File: config.mk
export PLATFORM = sky130hd
export DESIGN_NAME = regfile_write_arbiter
export DESIGN_NICKNAME = d
export VERILOG_FILES = /design/src/rtl/regfile_write_arbiter_pkg.sv /design/src/rtl/regfile_write_arbiter_rr_priority_picker.sv /design/src/rtl/regfile_write_arbiter.sv
export SDC_FILE = /design/constraint.sdc
export NUM_CORES = 1
export LEC_CHECK = 0
export CORE_MARGIN = 1.5
export CORE_UTILIZATION = 39
export CTS_BUF_LIST = sky130_fd_sc_hd__clkbuf_4 sky130_fd_sc_hd__clkbuf_8
export CTS_CLUSTER_DIAMETER = 120
export DETAILED_ROUTE_END_ITERATION = 8
export GPL_TIMING_DRIVEN = 0
export PLACE_DENSITY = 0.82
export SYNTH_ARGS = -nofsm -noshare
export SYNTH_HDL_FRONTEND = slang
export SYNTH_SLANG_ARGS = --single-unit
File: constraint.sdc
create_clock -name clk -period 4.2 [get_ports clk]
set_input_delay 0.63 -clock clk [delete_from_list [all_inputs] [get_ports clk]]
set_output_delay 0.63 -clock clk [all_outputs]
set_load 0.01 [all_outputs]
File: src/rtl/regfile_write_arbiter_pkg.sv
`default_nettype none
// ============================================================================
// Module  : regfile_write_arbiter_pkg
// Brief   : Shared types, default widths and index helper for the regfile
//           write-port arbiter and its round-robin picker.
// Revision: 1.0 - initial release
// ============================================================================
package regfile_write_arbiter_pkg;

    localparam int DEF_NUM_REQ  = 4;
    localparam int DEF_ADDR_W   = 5;
    localparam int DEF_DATA_W   = 32;
    localparam int DEF_MAX_LOCK = 8;

    // ARB: free round-robin arbitration; LOCKED: one owner holds the port
    typedef enum logic [0:0] {
        ARB_ST_ARB    = 1'b0,
        ARB_ST_LOCKED = 1'b1
    } arb_state_t;

    // Requester index reached by stepping 'offset' places past 'base', wrapping at n
    function automatic int rr_index(input int base, input int offset, input int n);
        return (base + offset) % n;
    endfunction

endpackage
`default_nettype wire

File: src/rtl/regfile_write_arbiter_rr_priority_picker.sv
`default_nettype none
// ============================================================================
// Module  : rr_priority_picker
// Brief   : Combinational round-robin picker. Searches ptr+1, ptr+2, ...
//           (wrapping) for the first set request bit and returns it one-hot,
//           as an index, and as an any-grant flag.
// Revision: 1.0 - initial release
// ============================================================================
module rr_priority_picker
    import regfile_write_arbiter_pkg::*;
#(
    parameter  int NUM_REQ = DEF_NUM_REQ,
    localparam int IDX_W   = $clog2(NUM_REQ)
) (
    input  logic [NUM_REQ-1:0] req,
    input  logic [IDX_W-1:0]   ptr,
    output logic [NUM_REQ-1:0] grant,
    output logic [IDX_W-1:0]   grant_idx,
    output logic               any_grant
);

    // First requester after ptr wins; ptr itself is checked last
    always_comb begin
        grant     = '0;
        grant_idx = '0;
        any_grant = 1'b0;
        for (int k = 1; k <= NUM_REQ; k++) begin
            if (!any_grant && req[rr_index(int'(ptr), k, NUM_REQ)]) begin
                grant[rr_index(int'(ptr), k, NUM_REQ)] = 1'b1;
                grant_idx = IDX_W'(rr_index(int'(ptr), k, NUM_REQ));
                any_grant = 1'b1;
            end
        end
    end

endmodule
`default_nettype wire

File: src/rtl/regfile_write_arbiter.sv
`default_nettype none
// ============================================================================
// Module  : regfile_write_arbiter
// Brief   : Shares the regfile write port among NUM_REQ requesters using
//           round-robin arbitration with an optional burst lock. The winning
//           write is registered and presented to the regfile one cycle later.
// Revision: 1.0 - initial release
// ============================================================================
module regfile_write_arbiter
    import regfile_write_arbiter_pkg::*;
#(
    parameter  int NUM_REQ  = DEF_NUM_REQ,
    parameter  int ADDR_W   = DEF_ADDR_W,
    parameter  int DATA_W   = DEF_DATA_W,
    parameter  int MAX_LOCK = DEF_MAX_LOCK,
    localparam int IDX_W    = $clog2(NUM_REQ)
) (
    input  logic                      clk,
    input  logic                      rst,
    input  logic [NUM_REQ-1:0]        req_valid,
    input  logic [NUM_REQ-1:0]        req_lock,
    input  logic [NUM_REQ*ADDR_W-1:0] req_addr,
    input  logic [NUM_REQ*DATA_W-1:0] req_data,
    output logic [NUM_REQ-1:0]        req_ready,
    output logic                      write_enable,
    output logic [ADDR_W-1:0]         write_addr,
    output logic [DATA_W-1:0]         write_data,
    output logic [IDX_W-1:0]          write_id,
    output logic                      busy
);

    // lock_cnt counts transfers already made in the burst (1..MAX_LOCK-1)
    localparam int               CNT_W    = (MAX_LOCK > 1) ? $clog2(MAX_LOCK) : 1;
    localparam logic [CNT_W-1:0] CNT_LAST = CNT_W'(MAX_LOCK - 1);

    arb_state_t         r_state;
    logic [IDX_W-1:0]   r_ptr;
    logic [IDX_W-1:0]   r_owner;
    logic [CNT_W-1:0]   r_lock_cnt;
    logic               r_write_enable;
    logic [ADDR_W-1:0]  r_write_addr;
    logic [DATA_W-1:0]  r_write_data;
    logic [IDX_W-1:0]   r_write_id;

    logic [NUM_REQ-1:0] w_owner_mask;
    logic               w_owner_hold;
    logic [NUM_REQ-1:0] w_req_mask;
    logic [NUM_REQ-1:0] w_grant;
    logic [IDX_W-1:0]   w_grant_idx;
    logic               w_xfer;
    logic [ADDR_W-1:0]  w_sel_addr;
    logic [DATA_W-1:0]  w_sel_data;
    logic               w_sel_lock;

    // While the owner keeps requesting, everyone else is masked; once it drops
    // valid the lock is void and plain arbitration runs in that same cycle.
    // ptr equals the owner in LOCKED, so the owner then has lowest priority.
    assign w_owner_mask = NUM_REQ'(1) << r_owner;
    assign w_owner_hold = (r_state == ARB_ST_LOCKED) && req_valid[r_owner];
    assign w_req_mask   = rst          ? '0 :
                          w_owner_hold ? (req_valid & w_owner_mask) : req_valid;

    rr_priority_picker #(
        .NUM_REQ (NUM_REQ)
    ) u_picker (
        .req       (w_req_mask),
        .ptr       (r_ptr),
        .grant     (w_grant),
        .grant_idx (w_grant_idx),
        .any_grant (w_xfer)
    );

    assign req_ready  = w_grant;
    assign w_sel_addr = req_addr[w_grant_idx*ADDR_W +: ADDR_W];
    assign w_sel_data = req_data[w_grant_idx*DATA_W +: DATA_W];
    assign w_sel_lock = req_lock[w_grant_idx];

    // Arbitration state, lock bookkeeping and the write output stage
    always_ff @(posedge clk) begin
        if (rst) begin
            r_state        <= ARB_ST_ARB;
            r_ptr          <= IDX_W'(NUM_REQ - 1);
            r_owner        <= '0;
            r_lock_cnt     <= '0;
            r_write_enable <= 1'b0;
            r_write_addr   <= '0;
            r_write_data   <= '0;
            r_write_id     <= '0;
        end else begin
            r_write_enable <= w_xfer;
            if (w_xfer) begin
                r_write_addr <= w_sel_addr;
                r_write_data <= w_sel_data;
                r_write_id   <= w_grant_idx;
                r_ptr        <= w_grant_idx;
            end

            if (w_xfer && w_owner_hold) begin
                // Burst continues unless the owner ends it or hits the cap
                if (w_sel_lock && (r_lock_cnt != CNT_LAST)) begin
                    r_lock_cnt <= r_lock_cnt + 1'b1;
                end else begin
                    r_state    <= ARB_ST_ARB;
                    r_lock_cnt <= '0;
                end
            end else if (w_xfer && w_sel_lock && (MAX_LOCK > 1)) begin
                r_state    <= ARB_ST_LOCKED;
                r_owner    <= w_grant_idx;
                r_lock_cnt <= CNT_W'(1);
            end else begin
                r_state    <= ARB_ST_ARB;
                r_lock_cnt <= '0;
            end
        end
    end

    assign write_enable = r_write_enable;
    assign write_addr   = r_write_addr;
    assign write_data   = r_write_data;
    assign write_id     = r_write_id;
    assign busy         = (r_state == ARB_ST_LOCKED);

endmodule
`default_nettype wire

======== After elaboration in Yosys (flattened, before gate mapping) ========
Cells that the tools add are included.
storage, ports and cells
  bits of input ports ..................... 158
  output and inout bits ................... 45
  bits in registers ....................... 48
operators by class
  magnitude comparators ................... 10
  multipliers ............................. 1
  shifts and indexed selects .............. 3
  equal/unequal tests ..................... 2
  bitwise operators ....................... 9
  $add $sub $neg .......................... 5
  reduce and logical (&&, ||, !) cells .... 19
  mux-type cells .......................... 44
operators by type and width
  kind                                                        count
  indexed part select 128 x 8 -> 32 bit                       1
  two-way mux 4 bit                                           6
  two-way mux 1 bit                                           22
  indexed part select 20 x 6 -> 5 bit                         1
  less-than comparator 3 x 4 -> 1 bit, second input constant  4
  binary-select mux 1 bit (select 2 bit)                      6
  >= comparator 3 x 1 -> 1 bit, second input constant         4
  bitwise OR 4 bit                                            3
  logical AND 1 bit                                           11
  demux 1 bit (select 2 bit)                                  4
  two-way mux 2 bit                                           4
  OR reduction 2 bit                                          4
  less-than comparator 2 x 3 -> 1 bit, second input constant  2
  two-way mux 3 bit                                           2
  multiplier 2 x 3 -> 5 bit, second input constant            1
  adder 2 x 1 -> 2 bit, second input constant                 2
  adder 2 bit, second input constant                          2
  AND 1 bit, first input constant                             4
  AND 4 bit                                                   1
  << shifter 1 x 2 -> 4 bit, first input constant             1
  adder 3 x 1 -> 3 bit, second input constant                 1
  logical NOT 1 bit                                           3
  != test 3 bit, second input constant                        1
  != test 2 bit, second input constant                        1
  other kinds (2)                                             2

======== Logic depth before layout (Yosys ltp) ========
Gate-level depths: netlist (run 1).
  depth after elaboration ................. 23
  depth in mapped cells ................... 14

======== Modules after synthesis ========
From an unflattened synthesis (run 1), not the netlist that was laid out.
second synthesis, totals
  cell total of the unflattened synthesis .. 313
  area total of the unflattened synthesis .. 3,430.8 um^2
by module, submodules not included
  module                 cells each  area an instance (um^2)  times used
  regfile_write_arbiter  227         2,801.4                  1
  rr_priority_picker     86          629.4                    1

======== Worst setup path before layout (run 1) ========
OpenSTA, ideal clock, no wires.
  path kind ............................... input to register
  start ................................... input port req_valid[3]
  end ..................................... register r_write_addr[0] (netlist: write_addr[0])
  buffers on the path ..................... 3
  arrival ................................. 3.235 ns
  slack ................................... 0.851 ns
  required time ........................... 4.086 ns
  stages on the path ...................... 12
  path through ............................ clkbuf_1 > mux2i_1 > nor2_1 > nor4_1 > a221oi_4 > or3_1 > a21oi_2 > buf_4 > buf_4 > mux2i_1 > o22ai_1 > a21o_1
between the ends
  word-level cells in the longest chain between the ends .. 20
  elaborated cells between the ends (all ways) .. 34
  classes of those cells .................. 1 x mul; 1 x shift; 24 x mux; 1 x bitwise; 7 x reduce/logical
RTL lines
  item                                                  RTL line                                        source
  from (decl)                                           regfile_write_arbiter.sv:20                     input logic [NUM_REQ-1:0] req_valid,
  binary-select mux 1 bit (select 2 bit)                regfile_write_arbiter.sv:59                     assign w_owner_hold = (r_state == ARB_ST_LOCKED) && req_valid[r_owner];
  two-way mux 1 bit (implied by the code)               regfile_write_arbiter.sv:59
  logical AND 1 bit                                     regfile_write_arbiter.sv:59
  two-way mux 4 bit (*)                                 regfile_write_arbiter.sv:61                     w_owner_hold ? (req_valid & w_owner_mask) : req_valid;
  two-way mux 4 bit (*)                                 regfile_write_arbiter.sv:60                     assign w_req_mask = rst ? '0 :
  binary-select mux 1 bit (select 2 bit)                regfile_write_arbiter_rr_priority_picker.sv:28  if (!any_grant && req[rr_index(int'(ptr), k, NUM_REQ)]) begin
  two-way mux 1 bit (implied by the code) (2 in a row)  regfile_write_arbiter_rr_priority_picker.sv:28
  two-way mux 1 bit                                     regfile_write_arbiter_rr_priority_picker.sv:28
  (+3 left out)                                         -
  logical NOT 1 bit                                     regfile_write_arbiter_rr_priority_picker.sv:28
  logical AND 1 bit                                     regfile_write_arbiter_rr_priority_picker.sv:28
  two-way mux 1 bit                                     regfile_write_arbiter_rr_priority_picker.sv:28
  logical NOT 1 bit                                     regfile_write_arbiter_rr_priority_picker.sv:28
  logical AND 1 bit                                     regfile_write_arbiter_rr_priority_picker.sv:28
  two-way mux 2 bit                                     regfile_write_arbiter_rr_priority_picker.sv:28
  multiplier 2 x 3 -> 5 bit                             regfile_write_arbiter.sv:74                     assign w_sel_addr = req_addr[w_grant_idx*ADDR_W +: ADDR_W];
  indexed part select 20 x 6 -> 5 bit                   regfile_write_arbiter.sv:74
  to (signal assigned)                                  regfile_write_arbiter.sv:92                     r_write_addr <= w_sel_addr;
  to (decl)                                             regfile_write_arbiter.sv:41                     logic [ADDR_W-1:0] r_write_addr;
Mark *: on every way between the ends. The rest lies on a longest branch, timed or not. The select of a mux whose other input is x is not followed.
A chain may end at the register's enable or synchronous reset.

======== Worst setup path after layout (run 1) ========
  start ................................... register r_ptr[0]
  end ..................................... output port req_ready[2]
between the ends
  word-level cells in the longest chain between the ends .. 14
  elaborated cells between the ends (all ways) .. 60
  classes of those cells .................. 4 x add/sub; 8 x order compare; 27 x mux; 7 x bitwise; 14 x reduce/logical
RTL lines
  item                                                                                                  RTL line                                                                                        source
  from (decl)                                                                                           regfile_write_arbiter.sv:37                                                                     logic [IDX_W-1:0] r_ptr;
  from (signal assigned)                                                                                regfile_write_arbiter.sv:82                                                                     r_ptr <= IDX_W'(NUM_REQ - 1);
  from (signal assigned)                                                                                regfile_write_arbiter.sv:95                                                                     r_ptr <= w_grant_idx;
  adder 2 x 1 -> 2 bit                                                                                  regfile_write_arbiter_pkg.sv:23                                                                 return (base + offset) % n;
  OR reduction 2 bit (no source line) / binary-select mux 1 bit (select 2 bit) (equally long branches)  -
  AND 1 bit (no source line) / two-way mux 1 bit (equally long branches)                                -
  less-than comparator 3 x 4 -> 1 bit (implied by the code), or another cell as far along               regfile_write_arbiter_rr_priority_picker.sv:29                                                  grant[rr_index(int'(ptr), k, NUM_REQ)] = 1'b1;
  logical AND 1 bit (implied by the code) / two-way mux 1 bit (equally long branches)                   regfile_write_arbiter_rr_priority_picker.sv:29, regfile_write_arbiter_rr_priority_picker.sv:28
  two-way mux 1 bit (implied by the code) / logical NOT 1 bit (equally long branches)                   regfile_write_arbiter_rr_priority_picker.sv:29, regfile_write_arbiter_rr_priority_picker.sv:28
  demux 1 bit (select 2 bit) / logical AND 1 bit (equally long branches)                                -
  two-way mux 4 bit / two-way mux 1 bit (equally long branches)                                         regfile_write_arbiter_rr_priority_picker.sv:28
  bitwise OR 4 bit (no source line) / logical NOT 1 bit (equally long branches)                         -
  two-way mux 4 bit / logical AND 1 bit (equally long branches)                                         regfile_write_arbiter_rr_priority_picker.sv:28
  bitwise OR 4 bit (no source line) / two-way mux 1 bit (equally long branches)                         -
  two-way mux 4 bit / logical NOT 1 bit (equally long branches)                                         regfile_write_arbiter_rr_priority_picker.sv:28
  bitwise OR 4 bit (no source line) / logical AND 1 bit (equally long branches)                         -
  two-way mux 4 bit (*)                                                                                 regfile_write_arbiter_rr_priority_picker.sv:28
  to (decl)                                                                                             regfile_write_arbiter.sv:24                                                                     output logic [NUM_REQ-1:0] req_ready,
Marks and branches as above.

==> out/qor.txt, run 1 <==
Synth-to-Final Area Change: 68.9%
IO Pins: 203
fin. max-slew vios: 0
Reg2Reg Depth: 13
Die Area: 9010 sq um
cell row count: 33
port bufs: 200
CTS buffer count: 5
min-delay src: write_addr[3]$_SDFFE_PP0P_
max_slew headroom: 0.496
status: finished, final reports clean
first-pass GRT wire length: 17.4 mm
Max-Cap Viols: 0
initial antenna violation count: 0
Synth cell types: 47
Clock H-tree levels: 2
placed cell count: 666
DR DRC count: 0
synthesized area per cell: 9.13 sq um
CP required: 3.57 ns
largest net degree at the start of global routing: 14
startpoint types: register
synth warn: 0
WP data arrival: 3.42 ns
fillers: 704
nets: 737
CP Max Fanout: 10
Initial Util: 0.401
total number of vias: 3633
r2r setup slk: 0.33 ns
share of synthesized registers carrying an async set or reset: 0
maximum buffer depth of the clock tree: 2
die span in y: 94.9 microns
share of the synthesized area in the top cell type: 0.291
Routed Wire Length: 11.2 mm
crit path launch: r_ptr[0]$_SDFFE_PP1P_
drt pass-1 iters: 5
DP Area: 5430 sq um
commonest non-fill, non-tap cell in the layout: clkdlybuf4s50_1
EDFF count, synth: 0
final hold violation count: 0
Pleak: 0.00244 uW
worst setup path end: req_ready[2]
Tot GR Track Use: 0.249
total power: 3680 uW
vias per cell: 5.39
final critical-path required period: 4.05 ns
ANT cells: 0
clk_lat worst skew: 0.29 ns
ANT nets after route: 0
CTS tree: yes
syn_nets: 529
crit end category: output port
area taken by multi-input logic gates: 2230 sq um
Synth area leaders: dfxtp_1 (29%), mux2i_1 (25%), a21o_1 (9.1%), o22ai_1 (7.4%), ha_1 (3.8%)
post-synth design cell area: 3300 sq um
setup violators final: 0
Power Dens Cells: 661 nW/um^2
vias in the first global route: 3634
die width: 94.9 microns
DP HPWL: 9.24 mm
layout cell share with drive strength beyond 1: 0.0650
grt ovf: 0
Core Area: 8220 sq um
register area: 965 sq um
unrepaired setup endpoints after global routing: no
clk_skew: 0.00710 ns
Final WS setup: 0.151 ns
Reg-to-Reg End: write_data[11]$_SDFFE_PP0P_
cell taking the most area after synthesis: dfxtp_1
pre-CTS setup slack: -0.187 ns
Seq cells post-synth: 48
Tcrit/Tclk final: 0.964
CTS hold repair buffers: 0
post-route setup TNS: 0 ns
sequential area share after synthesis: 0.291
CTS Root Cell: clkbuf_8
GPL Wtd Cong: 0.929
Reg clk slew, reported paths: 0.08 ns
CTS Sinks: 48
fmax: 0.247 GHz
slew at the pin with the worst max-slew slack: 0.753 ns
Syn Inst Count: 361
RR Startpoint: r_ptr[0]$_SDFFE_PP1P_
VDD IR max: 324 uV
worst hold path type: reg -> reg
Synth Flop Type: dfxtp_1
commonest non-fill, non-tap cells in the layout: clkdlybuf4s50_1 (197), mux2i_1 (81), dfxtp_1 (47), a21o_1 (40), o22ai_1 (39)
Iteration-0 DRC Markers: 81
Non-Filler Cell Area, Final: 5570 sq um
non-filler cells, final: 674
WL/cell: 16.5 microns
WS Path Type: reg -> out
==> state kept, by name (all words and copies together) (netlist names) <==
register      count
r_owner           2
write_id          2
write_enable      1
write_data       32
r_lock_cnt        3
write_addr        5
busy              1
r_ptr             2
==> area by class of cell <==
cell class / count / share of cell area
clock inverters: 1 / 0.000899
well taps: 105 / 0.0236
flip-flops and latches: 48 / 0.173
inverters: 5 / 0.00337
plain buffers: 25 / 0.0222
multi-input cells: 283 / 0.401
clock buffers: 6 / 0.0137
repair buffers: 201 / 0.362
==> cells in the mapped netlist, types with 2 or more instances <==
master / count
dfxtp_1: 48
nand3_1: 3
mux2_4: 2
a221oi_1: 4
mux2i_1: 82
nand3b_1: 4
nor3_1: 4
o31a_1: 2
and3_1: 3
o211ai_1: 3
ha_1: 10
and2_1: 3
nor4_1: 2
buf_1: 2
o22ai_1: 39
nor2_1: 20
nor2b_1: 2
nand2b_1: 5
a21oi_1: 10
or3_1: 2
buf_2: 4
or3b_2: 2
o21ai_0: 6
buf_4: 6
inv_1: 5
clkbuf_1: 13
nand2_1: 14
o2111ai_1: 2
a21o_1: 40
nand4b_1: 2
==> worst max-delay path: stages, from the launching register on <==
cell and delay, ns:
dfxtp_4 0.39, clkbuf_4 0.19, inv_1 0.27, ha_2 0.39, or4_4 0.59, a221oi_4 0.41
a221oi_1 0.13, o21ai_0 0.19, clkdlybuf4s50_1 0.57
==> cell families (layout without fill, tap and decap cells) <==
logic type                 Yosys count  in the layout  share of synthesized area
and+or+nand+nor                     73             73                      0.119
buffers and inverters               30            238                     0.0425
AOI/OAI and AO/OA                  115            115                      0.248
muxes                               85             85                      0.261
DFF                                 48             48                      0.291
adders and majority gates           10             10                     0.0380
==> worst min-delay path by stage <==
stage / endpoint / slack [ns] / depth (start not counted)
2_1_floorplan: write_id[1]$_SDFFE_PP0P_ / 0.48 / 2
3_3_place_gp: write_addr[4]$_SDFFE_PP0P_ / 0.43 / 1
3_5_place_dp: write_addr[2]$_SDFFE_PP0P_ / 0.44 / 1
4_1_cts: write_addr[3]$_SDFFE_PP0P_ / 0.46 / 1
5_1_grt: write_addr[2]$_SDFFE_PP0P_ / 0.47 / 1
6_report: write_addr[3]$_SDFFE_PP0P_ / 0.45 / 1
==> metal layers <==
metal | wire length (microns) | global-route usage | vias to the layer above
li1 | - | - | 1782
met1 | 4300 | 0.278 | 1687
met2 | 5950 | 0.470 | 141
met3 | 629 | 0.0515 | 23
met4 | 272 | 0.0734 | 0
met5 | 0 | 0 | -
==> metrics by stage <==
stage,hold slack (ns),utilization
6_report,0.454,0.678
3_5_place_dp,0.438,0.661
5_1_grt,0.469,0.678
2_1_floorplan,0.481,-
3_3_place_gp,0.435,0.661
4_1_cts,0.458,0.672
==> repair_timing <==
action	CTS	global route
buffers inserted	1	0
gates resized for setup	2	11
setup endpoints to repair	4	41
pin swaps	1	1
==> where the power goes <==
group	switching, uW	total (uW)	internal (uW)	leakage, uW
logic	1240	2580	1340	0.00199
registers	146	839	693	0.000402
clock network	140	260	120	0.0000445
total	1520	3680	2160	0.00244
Note: power is estimated with default switching activity, not from simulation.
==> inputs of run 2 (changes only) <==
--- a/config.mk
+++ b/config.mk
@@ -5,6 +5,7 @@
 export SDC_FILE = /design/constraint.sdc
 export NUM_CORES = 1
 export LEC_CHECK = 0
+export CORE_ASPECT_RATIO = 0.9
 export CORE_MARGIN = 1.5
 export CORE_UTILIZATION = 39
 export CTS_BUF_LIST = sky130_fd_sc_hd__clkbuf_4 sky130_fd_sc_hd__clkbuf_8
==> run 2 against run 1 <==
Global-route usage about the same. Critical path depth unchanged. Combinational power about the same. Largest cell class unchanged. Sequential power down 0.5%. Wire length up 4.5%. First-iteration DRC count up 43%. Critical endpoint is now req_ready[3]. Total power up 1.7%. Worst setup slack better by 0.025 ns. Sequential cell count unchanged. Fmax up 0.62%. Worst hold slack better by 0.0015 ns. Clock power up 13%.
==> out/qor.txt, run 2 (synthesized netlist as in run 1, its figures left out) <==
vias per cell: 5.47 (was 5.39)
CTS tree: yes (unchanged)
r2r setup slk: 0.31 ns (was 0.33 ns)
die span in y: 90.2 microns (was 94.9 microns)
CTS hold repair buffers: 0 (unchanged)
post-route setup TNS: 0 ns (unchanged)
Reg-to-Reg End: write_data[19]$_SDFFE_PP0P_ (was write_data[11]$_SDFFE_PP0P_)
largest net degree at the start of global routing: 15 (was 14)
sw frac: 0.416 (was 0.414)
Final WS setup: 0.176 ns (was 0.151 ns)
fin. max-slew vios: 0 (unchanged)
drt pass-1 iters: 4 (was 5)
GPL Wtd Cong: 0.859 (was 0.929)
clk_skew: 0.0112 ns (was 0.00710 ns)
CTS buffer count: 5 (unchanged)
Slowest-stage cell, CP: or4_4 (unchanged)
Clock H-tree levels: 2 (unchanged)
worst hold path type: reg -> reg (unchanged)
area taken by multi-input logic gates: 2210 sq um (was 2230 sq um)
startpoint types: register (unchanged)
ANT nets after route: 0 (unchanged)
Worst Hold Slack: 0.456 ns (was 0.454 ns)
Reg clk slew, reported paths: 0.08 ns (about the same)
Max-Cap Viols: 0 (unchanged)
fin util: 0.688 (was 0.678)
Psw: 1560 uW (was 1520 uW)
Synth-to-Final Area Change: 69.1% (was 68.9%)
IO Pins: 203 (unchanged)
Initial Util: 0.407 (was 0.401)
Die Area: 9010 sq um (about the same)
crit end category: output port (unchanged)
total number of vias: 3672 (was 3633)
Routed Wire Length: 11.7 mm (was 11.2 mm)
DP HPWL: 9.36 mm (was 9.24 mm)
WP data arrival: 3.39 ns (was 3.42 ns)
clk_lat worst skew: 0.30 ns (was 0.29 ns)
initial antenna violation count: 0 (unchanged)
Tot GR Track Use: 0.249 (about the same)
VDD IR max: 313 uV (was 324 uV)
DR DRC count: 0 (unchanged)
commonest non-fill, non-tap cells in the layout: clkdlybuf4s50_1 (197), mux2i_1 (81), dfxtp_1 (47), a21o_1 (40), o22ai_1 (39) (unchanged)
setup violators final: 0 (unchanged)
max reg flops: 32 (unchanged)
Core Area: 8110 sq um (was 8220 sq um)
peak per-stage delay on the critical path: 0.58 ns (was 0.59 ns)
Pleak: 0.00246 uW (was 0.00244 uW)
Worst Hold End: write_data[9]$_SDFFE_PP0P_ (was write_addr[3]$_SDFFE_PP0P_)
WS Path Type: reg -> out (unchanged)
final critical-path required period: 4.02 ns (was 4.05 ns)
CTS Root Cell: clkbuf_8 (unchanged)
hold depth: 1 (unchanged)
fillers: 659 (was 704)
status: finished, final reports clean (unchanged)
sequential share of power: 0.223 (was 0.228)
final hold violation count: 0 (unchanged)
CP required: 3.57 ns (about the same)
CP Max Fanout: 10 (unchanged)
ANT cells: 0 (unchanged)
first-pass GRT wire length: 17.8 mm (was 17.4 mm)
crit-path cells: clkbuf_4 -> inv_1 -> ha_2 -> or4_4 -> a221oi_4 -> a221oi_1 -> o21ai_0 -> clkdlybuf4s50_1 (unchanged)
unrepaired setup endpoints after global routing: no (unchanged)
RR Startpoint: r_ptr[0]$_SDFFE_PP1P_ (unchanged)
max_slew headroom: 0.500 (was 0.496)
CP delay by family, top: buffers and inverters (unchanged)
vias in the first global route: 3597 (was 3634)
register area: 962 sq um (was 965 sq um)
port bufs: 200 (unchanged)
Gate power share: 0.698 (was 0.701)
Tcrit/Tclk final: 0.958 (was 0.964)
pre-CTS setup slack: -0.131 ns (was -0.187 ns)
fmax: 0.249 GHz (was 0.247 GHz)
min-delay src: write_data[9]$_SDFFE_PP0P_ (was write_addr[3]$_SDFFE_PP0P_)
Int Pwr: 2180 uW (was 2160 uW)
grt ovf: 0 (unchanged)
power share of the clock group: 0.078 (was 0.071)
Buf/Inv on CP: 3 (unchanged)
slew at the pin with the worst max-slew slack: 0.743 ns (was 0.753 ns)
WL/cell: 17.4 microns (was 16.5 microns)
Power Dens Cells: 671 nW/um^2 (was 661 nW/um^2)
cell row count: 31 (was 33)
nets: 739 (was 737)
Iteration-0 DRC Markers: 116 (was 81)
maximum buffer depth of the clock tree: 2 (unchanged)
layout cell share with drive strength beyond 1: 0.0717 (was 0.0650)
Reg2Reg Depth: 13 (unchanged)
commonest non-fill, non-tap cell in the layout: clkdlybuf4s50_1 (unchanged)
die width: 99.9 microns (was 94.9 microns)
CTS Sinks: 48 (unchanged)
## run 2: power groups by stage
stage	combinational, uW	clock [uW]	sequential [uW]
after floorplan	1510	0	916
after global placement	2530	0	830
after detailed placement	2580	0	843
after CTS	2600	301	833
after global routing	2810	317	865
final	2610	293	835
## run 2: metal layers
metal | global-route usage | share of wire | up-vias
met5 | 0 | 0 | -
met3 | 0.0467 | 0.065 | 12
met2 | 0.443 | 0.51 | 153
met1 | 0.304 | 0.41 | 1712
li1 | - | - | 1795
met4 | 0.0681 | 0.016 | 0
## run 2: timing repair
item / in CTS / in global routing
setup buffers: 2 / 1
endpoints found under the setup margin: 4 / 41
gates resized for setup: 2 / 14
pin swaps: 1 / 1
## run 2: worst reg2reg max path, stage by stage (launching register included)
cell and delay (ns):
dfxtp_2 0.45, clkbuf_4 0.25, inv_1 0.18, ha_2 0.39, or4_4 0.58, a221oi_4 0.37, buf_4 0.20, nor3_1 0.06
a21oi_2 0.22, buf_4 0.24, buf_4 0.25, mux2i_1 0.31, o22ai_1 0.13, a21o_1 0.18
## run 2: how the worst max path moves through the flow
| stage | startpoint | slack (ns) | to | cells after the start |
|---|---|---|---|---|
| floorplan | req_valid[3] | 0.85 | write_addr[0]$_SDFFE_PP0P_ | 12 |
| global placement | req_valid[2] | -0.15 | write_data[19]$_SDFFE_PP0P_ | 12 |
| detailed placement | req_valid[2] | -0.13 | write_data[19]$_SDFFE_PP0P_ | 12 |
| CTS | req_valid[1] | 0.03 | req_ready[3] | 8 |
| global route | r_ptr[1]$_SDFFE_PP1P_ | 0.03 | req_ready[3] | 9 |
| finish | r_ptr[0]$_SDFFE_PP1P_ | 0.18 | req_ready[3] | 8 |
## run 2: cell type report
class	instances	area share
Tap cell	99	0.0222
Inverter	5	0.00337
Clock buffer	7	0.0162
Multi-Input combinational cell	283	0.397
Clock inverter	1	0.00135
Sequential cell	48	0.173
Timing Repair Buffer	203	0.365
Buffer	25	0.0229
## run 2: stage by stage
step                      total power [uW]  area, sq um  cells
after CTS                             3730         5540    670
after detailed placement              3420         5420    660
final                                 3740         5570    671
after floorplan                       2430         3300    361
after global placement                3360         5420    660
after global routing                  3990         5570    671
